==> config.mk <==
export PLATFORM = sky130hd
export DESIGN_NAME = bucket_rotation_ctrl_flat
export DESIGN_NICKNAME = d
export VERILOG_FILES = /design/src/rtl/bucket_rotation_ctrl_if.sv /design/src/rtl/bucket_rotation_ctrl.sv /design/src/flat_wrapper.sv
export SDC_FILE = /design/constraint.sdc
export NUM_CORES = 1
export LEC_CHECK = 0
export ABC_CLOCK_PERIOD_IN_PS = 4100
export CELL_PAD_IN_SITES_DETAIL_PLACEMENT = 0
export CELL_PAD_IN_SITES_GLOBAL_PLACEMENT = 1
export CORE_UTILIZATION = 30
export CTS_CLUSTER_SIZE = 10
export DETAILED_ROUTE_END_ITERATION = 10
export PLACE_DENSITY_LB_ADDON = 0.05
export REMOVE_ABC_BUFFERS = 1
export SLEW_MARGIN = 25
export SYNTH_ARGS = -nofsm -noshare
export SYNTH_HDL_FRONTEND = slang
export SYNTH_SLANG_ARGS = --single-unit
==> constraint.sdc <==
create_clock -name clk -period 4.1 [get_ports clk]
set_input_delay 0.615 -clock clk [delete_from_list [all_inputs] [get_ports clk]]
set_output_delay 0.615 -clock clk [all_outputs]
set_load 0.01 [all_outputs]
==> src/rtl/bucket_rotation_ctrl_if.sv <==
// Bus between the bucket rotation controller and its surroundings:
// register-block configuration, datapath arbitration input, scrub
// write port and pointer/status outputs.
interface bucket_rotation_ctrl_if #(
  parameter int INDEX_WIDTH  = 14,
  parameter int BITS_SHIFT   = 7,
  parameter int PERIOD_WIDTH = 16,
  parameter int ADDR_WIDTH   = 8
);
  logic                    enable;
  logic [PERIOD_WIDTH-1:0] period;
  logic                    mem_busy;
  logic [INDEX_WIDTH-1:0]  cur_index;
  logic [BITS_SHIFT-1:0]   cur_bucket;
  logic                    clr_wr_en;
  logic [ADDR_WIDTH-1:0]   clr_addr;
  logic [INDEX_WIDTH-1:0]  clr_mask;
  logic                    rotate;
  logic                    busy;
  logic [31:0]             rot_count;
  logic [31:0]             stall_count;

  modport master (
    output enable, period, mem_busy,
    input  cur_index, cur_bucket, clr_wr_en, clr_addr, clr_mask,
           rotate, busy, rot_count, stall_count
  );

  modport slave (
    input  enable, period, mem_busy,
    output cur_index, cur_bucket, clr_wr_en, clr_addr, clr_mask,
           rotate, busy, rot_count, stall_count
  );
endinterface

==> src/rtl/bucket_rotation_ctrl.sv <==
// Time-base controller for the latency bucket array. Advances a one-hot
// bucket pointer every programmed period, scrubbing the bucket column
// being entered across the whole bucket memory before each advance.
// Optional statistics counters: define BUCKET_CTRL_STATS_EN.
module bucket_rotation_ctrl #(
  parameter int INDEX_WIDTH  = 14,
  parameter int BITS_SHIFT   = 7,
  parameter int PERIOD_WIDTH = 16,
  parameter int ADDR_WIDTH   = 8
) (
  input  logic                   clk,
  input  logic                   reset,
  bucket_rotation_ctrl_if.slave  bus
);

  typedef enum logic [1:0] {
    IDLE    = 2'd0,
    CLEAR   = 2'd1,
    ADVANCE = 2'd2
  } state_t;

  state_t                  r_state;
  logic [INDEX_WIDTH-1:0]  r_cur_index;
  logic [INDEX_WIDTH-1:0]  r_clr_mask;
  logic [BITS_SHIFT-1:0]   r_cur_bucket;
  logic [PERIOD_WIDTH-1:0] r_tick_cnt;
  logic [ADDR_WIDTH-1:0]   r_addr_cnt;
  logic                    r_rotate;
  logic                    r_busy;

  logic [INDEX_WIDTH-1:0]  w_next_index;
  logic                    w_run;
  logic                    w_tick_done;
  logic                    w_last_addr;
  logic                    w_in_clear;

  // Next bucket: rotate left by one with wrap from the top bit to bit 0.
  assign w_next_index = {r_cur_index[INDEX_WIDTH-2:0], r_cur_index[INDEX_WIDTH-1]};
  assign w_run        = bus.enable && (bus.period != '0);
  // >= rather than == so a shortened period never strands the counter.
  assign w_tick_done  = r_tick_cnt >= (bus.period - PERIOD_WIDTH'(1));
  assign w_last_addr  = (r_addr_cnt == '1);
  assign w_in_clear   = (r_state == CLEAR);

  // Rotation FSM: idle countdown, column scrub, single-cycle pointer advance.
  always_ff @(posedge clk) begin
    if (reset) begin
      r_state      <= IDLE;
      r_cur_index  <= INDEX_WIDTH'(1);
      r_cur_bucket <= '0;
      r_clr_mask   <= '0;
      r_tick_cnt   <= '0;
      r_addr_cnt   <= '0;
      r_rotate     <= 1'b0;
      r_busy       <= 1'b0;
    end else begin
      case (r_state)
        IDLE: begin
          r_rotate <= 1'b0;
          if (!w_run) begin
            r_tick_cnt <= '0;
          end else if (w_tick_done) begin
            r_state    <= CLEAR;
            r_tick_cnt <= '0;
            r_addr_cnt <= '0;
            r_clr_mask <= w_next_index;
            r_busy     <= 1'b1;
          end else begin
            r_tick_cnt <= r_tick_cnt + PERIOD_WIDTH'(1);
          end
        end
        CLEAR: begin
          // The datapath has priority on the shared port; stall while it owns it.
          if (!bus.mem_busy) begin
            r_addr_cnt <= r_addr_cnt + ADDR_WIDTH'(1);
            if (w_last_addr) begin
              r_state    <= ADVANCE;
              r_clr_mask <= '0;
              r_rotate   <= 1'b1;
            end
          end
        end
        ADVANCE: begin
          r_state     <= IDLE;
          r_cur_index <= w_next_index;
          r_rotate    <= 1'b0;
          r_busy      <= 1'b0;
          if (r_cur_bucket == BITS_SHIFT'(INDEX_WIDTH - 1)) begin
            r_cur_bucket <= '0;
          end else begin
            r_cur_bucket <= r_cur_bucket + BITS_SHIFT'(1);
          end
        end
        default: begin
          r_state <= IDLE;
        end
      endcase
    end
  end

  assign bus.cur_index  = r_cur_index;
  assign bus.cur_bucket = r_cur_bucket;
  assign bus.clr_addr   = r_addr_cnt;
  assign bus.clr_mask   = r_clr_mask;
  assign bus.rotate     = r_rotate;
  assign bus.busy       = r_busy;
  // Only path from an input: the write strobe yields to the datapath in-cycle.
  assign bus.clr_wr_en  = w_in_clear && !bus.mem_busy;

`ifdef BUCKET_CTRL_STATS_EN
  logic [31:0] r_rot_count;
  logic [31:0] r_stall_count;

  // Rotation and scrub-stall statistics, free-running with natural wrap.
  always_ff @(posedge clk) begin
    if (reset) begin
      r_rot_count   <= '0;
      r_stall_count <= '0;
    end else begin
      if (r_state == ADVANCE) begin
        r_rot_count <= r_rot_count + 32'd1;
      end
      if (w_in_clear && bus.mem_busy) begin
        r_stall_count <= r_stall_count + 32'd1;
      end
    end
  end

  assign bus.rot_count   = r_rot_count;
  assign bus.stall_count = r_stall_count;
`else
  assign bus.rot_count   = '0;
  assign bus.stall_count = '0;
`endif

endmodule
==> src/flat_wrapper.sv <==
// flat-port wrapper written by rule: the top's interface ports become plain ports
module bucket_rotation_ctrl_flat 
#(
  parameter int INDEX_WIDTH  = 14,
  parameter int BITS_SHIFT   = 7,
  parameter int PERIOD_WIDTH = 16,
  parameter int ADDR_WIDTH   = 8
)
  (clk, reset, bus_enable, bus_period, bus_mem_busy, bus_cur_index, bus_cur_bucket, bus_clr_wr_en, bus_clr_addr, bus_clr_mask, bus_rotate, bus_busy, bus_rot_count, bus_stall_count);
  bucket_rotation_ctrl_if #(.INDEX_WIDTH(INDEX_WIDTH), .BITS_SHIFT(BITS_SHIFT), .PERIOD_WIDTH(PERIOD_WIDTH), .ADDR_WIDTH(ADDR_WIDTH)) bus_i ();
  input  logic clk;
  input  logic reset;
  input wire logic [$bits(bus_i.enable)-1:0] bus_enable;
  input wire logic [$bits(bus_i.period)-1:0] bus_period;
  input wire logic [$bits(bus_i.mem_busy)-1:0] bus_mem_busy;
  output wire logic [$bits(bus_i.cur_index)-1:0] bus_cur_index;
  output wire logic [$bits(bus_i.cur_bucket)-1:0] bus_cur_bucket;
  output wire logic [$bits(bus_i.clr_wr_en)-1:0] bus_clr_wr_en;
  output wire logic [$bits(bus_i.clr_addr)-1:0] bus_clr_addr;
  output wire logic [$bits(bus_i.clr_mask)-1:0] bus_clr_mask;
  output wire logic [$bits(bus_i.rotate)-1:0] bus_rotate;
  output wire logic [$bits(bus_i.busy)-1:0] bus_busy;
  output wire logic [$bits(bus_i.rot_count)-1:0] bus_rot_count;
  output wire logic [$bits(bus_i.stall_count)-1:0] bus_stall_count;
  assign bus_i.enable = bus_enable;
  assign bus_i.period = bus_period;
  assign bus_i.mem_busy = bus_mem_busy;
  assign bus_cur_index = bus_i.cur_index;
  assign bus_cur_bucket = bus_i.cur_bucket;
  assign bus_clr_wr_en = bus_i.clr_wr_en;
  assign bus_clr_addr = bus_i.clr_addr;
  assign bus_clr_mask = bus_i.clr_mask;
  assign bus_rotate = bus_i.rotate;
  assign bus_busy = bus_i.busy;
  assign bus_rot_count = bus_i.rot_count;
  assign bus_stall_count = bus_i.stall_count;
  bucket_rotation_ctrl #(.INDEX_WIDTH(INDEX_WIDTH), .BITS_SHIFT(BITS_SHIFT), .PERIOD_WIDTH(PERIOD_WIDTH), .ADDR_WIDTH(ADDR_WIDTH)) u_core (.clk(clk), .reset(reset), .bus(bus_i));
endmodule
==> load_flow_metrics.sql <==
INSERT INTO impl_metrics (metric_group, metric, value, unit) VALUES
('die', 'pin_count', '130', ''),
('synthesis', 'yosys_register_bits', '63', ''),
('die', 'die_width', '113', 'microns'),
('synthesis', 'synth_sequential_area_ratio', '34.2', '%'),
('clocking', 'cts_root_buffer_type', 'sky130_fd_sc_hd__clkbuf_16', ''),
('drt', 'drt_pass1_iterations', '6', ''),
('layout', 'layout.nets', '573', ''),
('clocking', 'clock_latency', '0.32', 'ns'),
('worst_setup_path', 'crit_type', 'input pin to register', ''),
('place', 'placedCellCount', '666', ''),
('drt', 'dr.first_iter.drc_count', '162', ''),
('die', 'placeableCoreArea', '12000', 'sq um'),
('worst_setup_path', 'path_max_fanout', '6', ''),
('clocking', 'level_count_of_the_clock_h_tree', '3', ''),
('power_and_ir_drop', 'post-layout-total-power', '1.62', 'mW'),
('worst_setup_path', 'critical_path_arrival', '4.20', 'ns'),
('layout', 'number_of_diodes', '0', ''),
('place', 'portBuffers', '65', ''),
('global_routing', 'wire_length_of_the_first_global_routing_pass', '13900', 'microns'),
('sta', 'fin_skew', '0.00593', 'ns'),
('clocking', 'cts_sinks', '63', ''),
('synthesis', 'synth_area_per_cell', '8.37', 'sq um'),
('synthesis', 'yosys.cell_types.count', '52', ''),
('synthesis', 'asyncSetResetFlopFracSynth', '0', '%'),
('layout', 'final-instance-count-excl-fill', '684', ''),
('sta', 'final_critical_delay_including_setup_and_external_delays', '3.98', 'ns'),
('clocking', 'cts.hold.buffers_added', '0', ''),
('layout', 'flow.area_growth_from_synthesis', '33.8', '%'),
('drt', 'detail_route.vias_per_cell', '4.68', ''),
('sta', 'worst-slew-pin-transition', '0.655', 'ns'),
('sta', 'max_freq', '251', 'MHz'),
('clocking', 'cts_inserted_buffers', '9', ''),
('power_and_ir_drop', 'powerDensity', '327', 'nW/um^2'),
('worst_setup_path', 'worstPathCellList', 'clkdlybuf4s50_1 -> or3_1 -> or4_4 -> nor3_2 -> xnor2_1 -> ha_1 -> nand4_1 -> nor3_1 -> or4_1 -> a211oi_2 -> buf_4 -> nand2_2 -> buf_6 -> o311ai_1', ''),
('global_routing', 'groute.usage.overall', '13.6', '%'),
('sta', 'max_slew_headroom', '56.3', '%'),
('worst_setup_path', 'critPathLaunchType', 'input pin', ''),
('clocking', 'cts_tree', 'yes', ''),
('clocking', 'clk_transition_reported_paths', '0.06', 'ns'),
('global_routing', 'first_global_vias', '2871', ''),
('sta', 'rsz_0062_raised_after_global_routing', 'no', ''),
('synthesis', 'postSynth.topFlopCell', 'sky130_fd_sc_hd__dfxtp_1', ''),
('place', 'place.detailed.hpwl', '6410', 'microns'),
('synthesis', 'synthesis.yosys.warnings', '0', ''),
('place', 'routabilityCongestion', '0.718', ''),
('synthesis', 'synth_edf_count', '0', ''),
('die', 'initial_core_util', '30.7', '%'),
('clocking', 'clk_path_buf_depth', '2', ''),
('global_routing', 'grt_antenna_before_repair', '0', ''),
('die', 'die_y', '113', 'microns'),
('worst_setup_path', 'slowest_stage', 'sky130_fd_sc_hd__or4_4', ''),
('global_routing', 'globalRouteOverflowTotal', '0', ''),
('status', 'result_of_the_run', 'complete, no violations', ''),
('drt', 'routed_wirelength', '8560', 'microns'),
('die', 'die-area', '12800', 'sq um'),
('power_and_ir_drop', 'leakagePower', '1.90', 'nW'),
('sta', 'final_min_period_over_clock_period', '97.1', '%'),
('synthesis', 'syn_area', '3690', 'sq um'),
('drt', 'postRouteAntennaNets', '0', ''),
('sta', 'hold_viol_final', '0', ''),
('synthesis', 'post_synth_inst_count', '441', ''),
('layout', 'post_route_cells_drive_above_1_share', '13.4', '%'),
('job', 'timing.max_cap.violations', '0', ''),
('worst_setup_path', 'critPathMaxStageDelay', '0.53', 'ns'),
('sta', 'max_slew_violation_count', '0', ''),
('die', 'rows', '40', ''),
('drt', 'residual_drc_count', '0', ''),
('drt', 'total_via_count_in_the_routed_design', '3199', ''),
('worst_setup_path', 'crit_required', '4.32', 'ns'),
('global_routing', 'grt_start_max_net_pins', '28', ''),
('min_path', 'worst_hold_path_type', 'register to register', ''),
('drt', 'routed_wire_length_per_instance', '12.5', 'microns'),
('sta', 'final-setup-viol-count', '0', ''),
('worst_setup_path', 'timing.critical_path.to_type', 'register', ''),
('power_and_ir_drop', 'ir_drop', '0.175', 'mV');
==> worst paths after layout <==
| path | start | end | slack [ns] | cells past startpoint |
|---|---|---|---|---|
| max | bus_period[7] | u_core.r_tick_cnt[8]$_SDFFE_PP0N_ | 0.12 | 14 |
| min | u_core.bus.busy$_SDFFE_PP0P_ | u_core.bus.busy$_SDFFE_PP0P_ | 0.45 | 2 |
| max reg2reg | u_core.r_tick_cnt[0]$_SDFFE_PP0N_ | u_core.r_tick_cnt[8]$_SDFFE_PP0N_ | 1.47 | 11 |
| min reg2reg | u_core.bus.busy$_SDFFE_PP0P_ | u_core.bus.busy$_SDFFE_PP0P_ | 0.45 | 2 |
==> area by class of cell <==
| cell class | count | area, sq um |
|---|---|---|
| fill | 1217 | 7070 |
| clock buffer | 9 | 225 |
| multi-input combinational | 352 | 2190 |
| clock inverter | 7 | 120 |
| timing repair buffer | 96 | 925 |
| tap | 147 | 184 |
| inverter | 10 | 37.5 |
| sequential | 63 | 1260 |
==> metrics by stage <==
stage	setup TNS (ns)	setup WS (ns)	hold slack, ns	utilization, %	cell area, sq um
finish	0	0.120	0.454	41.1	4940
global route	0	0.000711	0.485	41.1	4940
CTS	0	0.0125	0.455	40.2	4830
detailed placement	-20.16	-0.699	0.447	37.1	4450
global placement	-16.49	-0.528	0.445	37.1	4450
floorplan	-13.16	-0.460	0.468	-	3380
==> routing by layer <==
metal	GRT usage, %	vias up	wire length (microns)
li1	-	1625	-
met1	16.5	1474	3890
met2	24.0	92	4240
met3	1.93	8	320
met4	5.53	0	111
met5	0	-	0
==> cell usage after synthesis (all sizes together) (2+ instances only) <==
master,n,area [sq um]
a41o,2,20.0
nor2b,2,12.5
nand2b,6,37.5
a311oi,2,17.5
clkbuf,9,33.8
a22o,15,131
inv,9,33.8
o211ai,4,30.0
xnor2,14,123
o211a,2,20.0
nand2,62,233
and2,4,25.0
nor3,9,45.0
o311a,2,20.0
or2,3,18.8
mux2i,2,20.0
a31oi,4,25.0
nand4,9,56.3
a211oi,4,35.0
or3,9,56.3
a2111oi,2,17.5
dfxtp,63,1260
nand3,17,85.1
nor2,25,93.8
o21ai,14,70.1
o31ai,3,36.3
or4,3,26.3
xor2,7,61.3
ha,21,263
nor4,4,25.0
a21oi,22,110
buf,70,510
o311ai,4,35.0
==> placed cells by master, fill, tap and decap left out, drive strengths merged, types with 10 or more instances in the layout <==
| cell | n |
|---|---|
| clkdlybuf4s50 | 63 |
| o21ai | 14 |
| a21oi | 22 |
| ha | 21 |
| a22o | 15 |
| buf | 31 |
| conb | 64 |
| inv | 10 |
| dfxtp | 63 |
| nand2 | 62 |
| xnor2 | 14 |
| nand3 | 17 |
| nor2 | 25 |
==> flip-flops by register name, indices dropped and copies added, names as in the netlist <==
register               flops
u_core.bus.rotate          1
u_core.bus.busy            1
u_core.bus.cur_bucket      7
u_core.bus.clr_addr        8
u_core.r_state             2
u_core.bus.cur_index      14
u_core.bus.clr_mask       14
u_core.r_tick_cnt         16
==> cells by family after synthesis <==
logic type | count (synthesis) | share of synthesized area, %
simple gates | 159 | 20.7
buf+inv | 89 | 15.8
compound gates | 85 | 16.6
flops | 63 | 34.2
fa+ha+maj | 21 | 7.12
xor+xnor | 21 | 4.98
mux | 2 | 0.542
other cells | 1 | 0.102
==> worst max-delay path: cells and delay by family <==
kind                     cells  cell delay, ns
AO/OA/AOI/OAI                2            0.43
XOR/XNOR                     1            0.15
adder cells (fa/ha/maj)      1            0.27
buffers and inverters        3            0.77
AND/OR/NAND/NOR              7            1.97
==> timing repair <==
item,CTS,global route
setup buffers,0,2
pin swaps,0,8
gates resized for setup,7,19
endpoints found under the hold margin,0,0
setup endpoints to repair,34,36
==> where the power goes <==
part / switching [mW] / leakage [nW] / internal [mW]
Combinational: 0.0686 / 1.23 / 0.0466
Clock: 0.291 / 0.166 / 0.596
Sequential: 0.00135 / 0.507 / 0.613
Total: 0.361 / 1.90 / 1.26
Note: power is estimated with default switching activity, not from simulation.
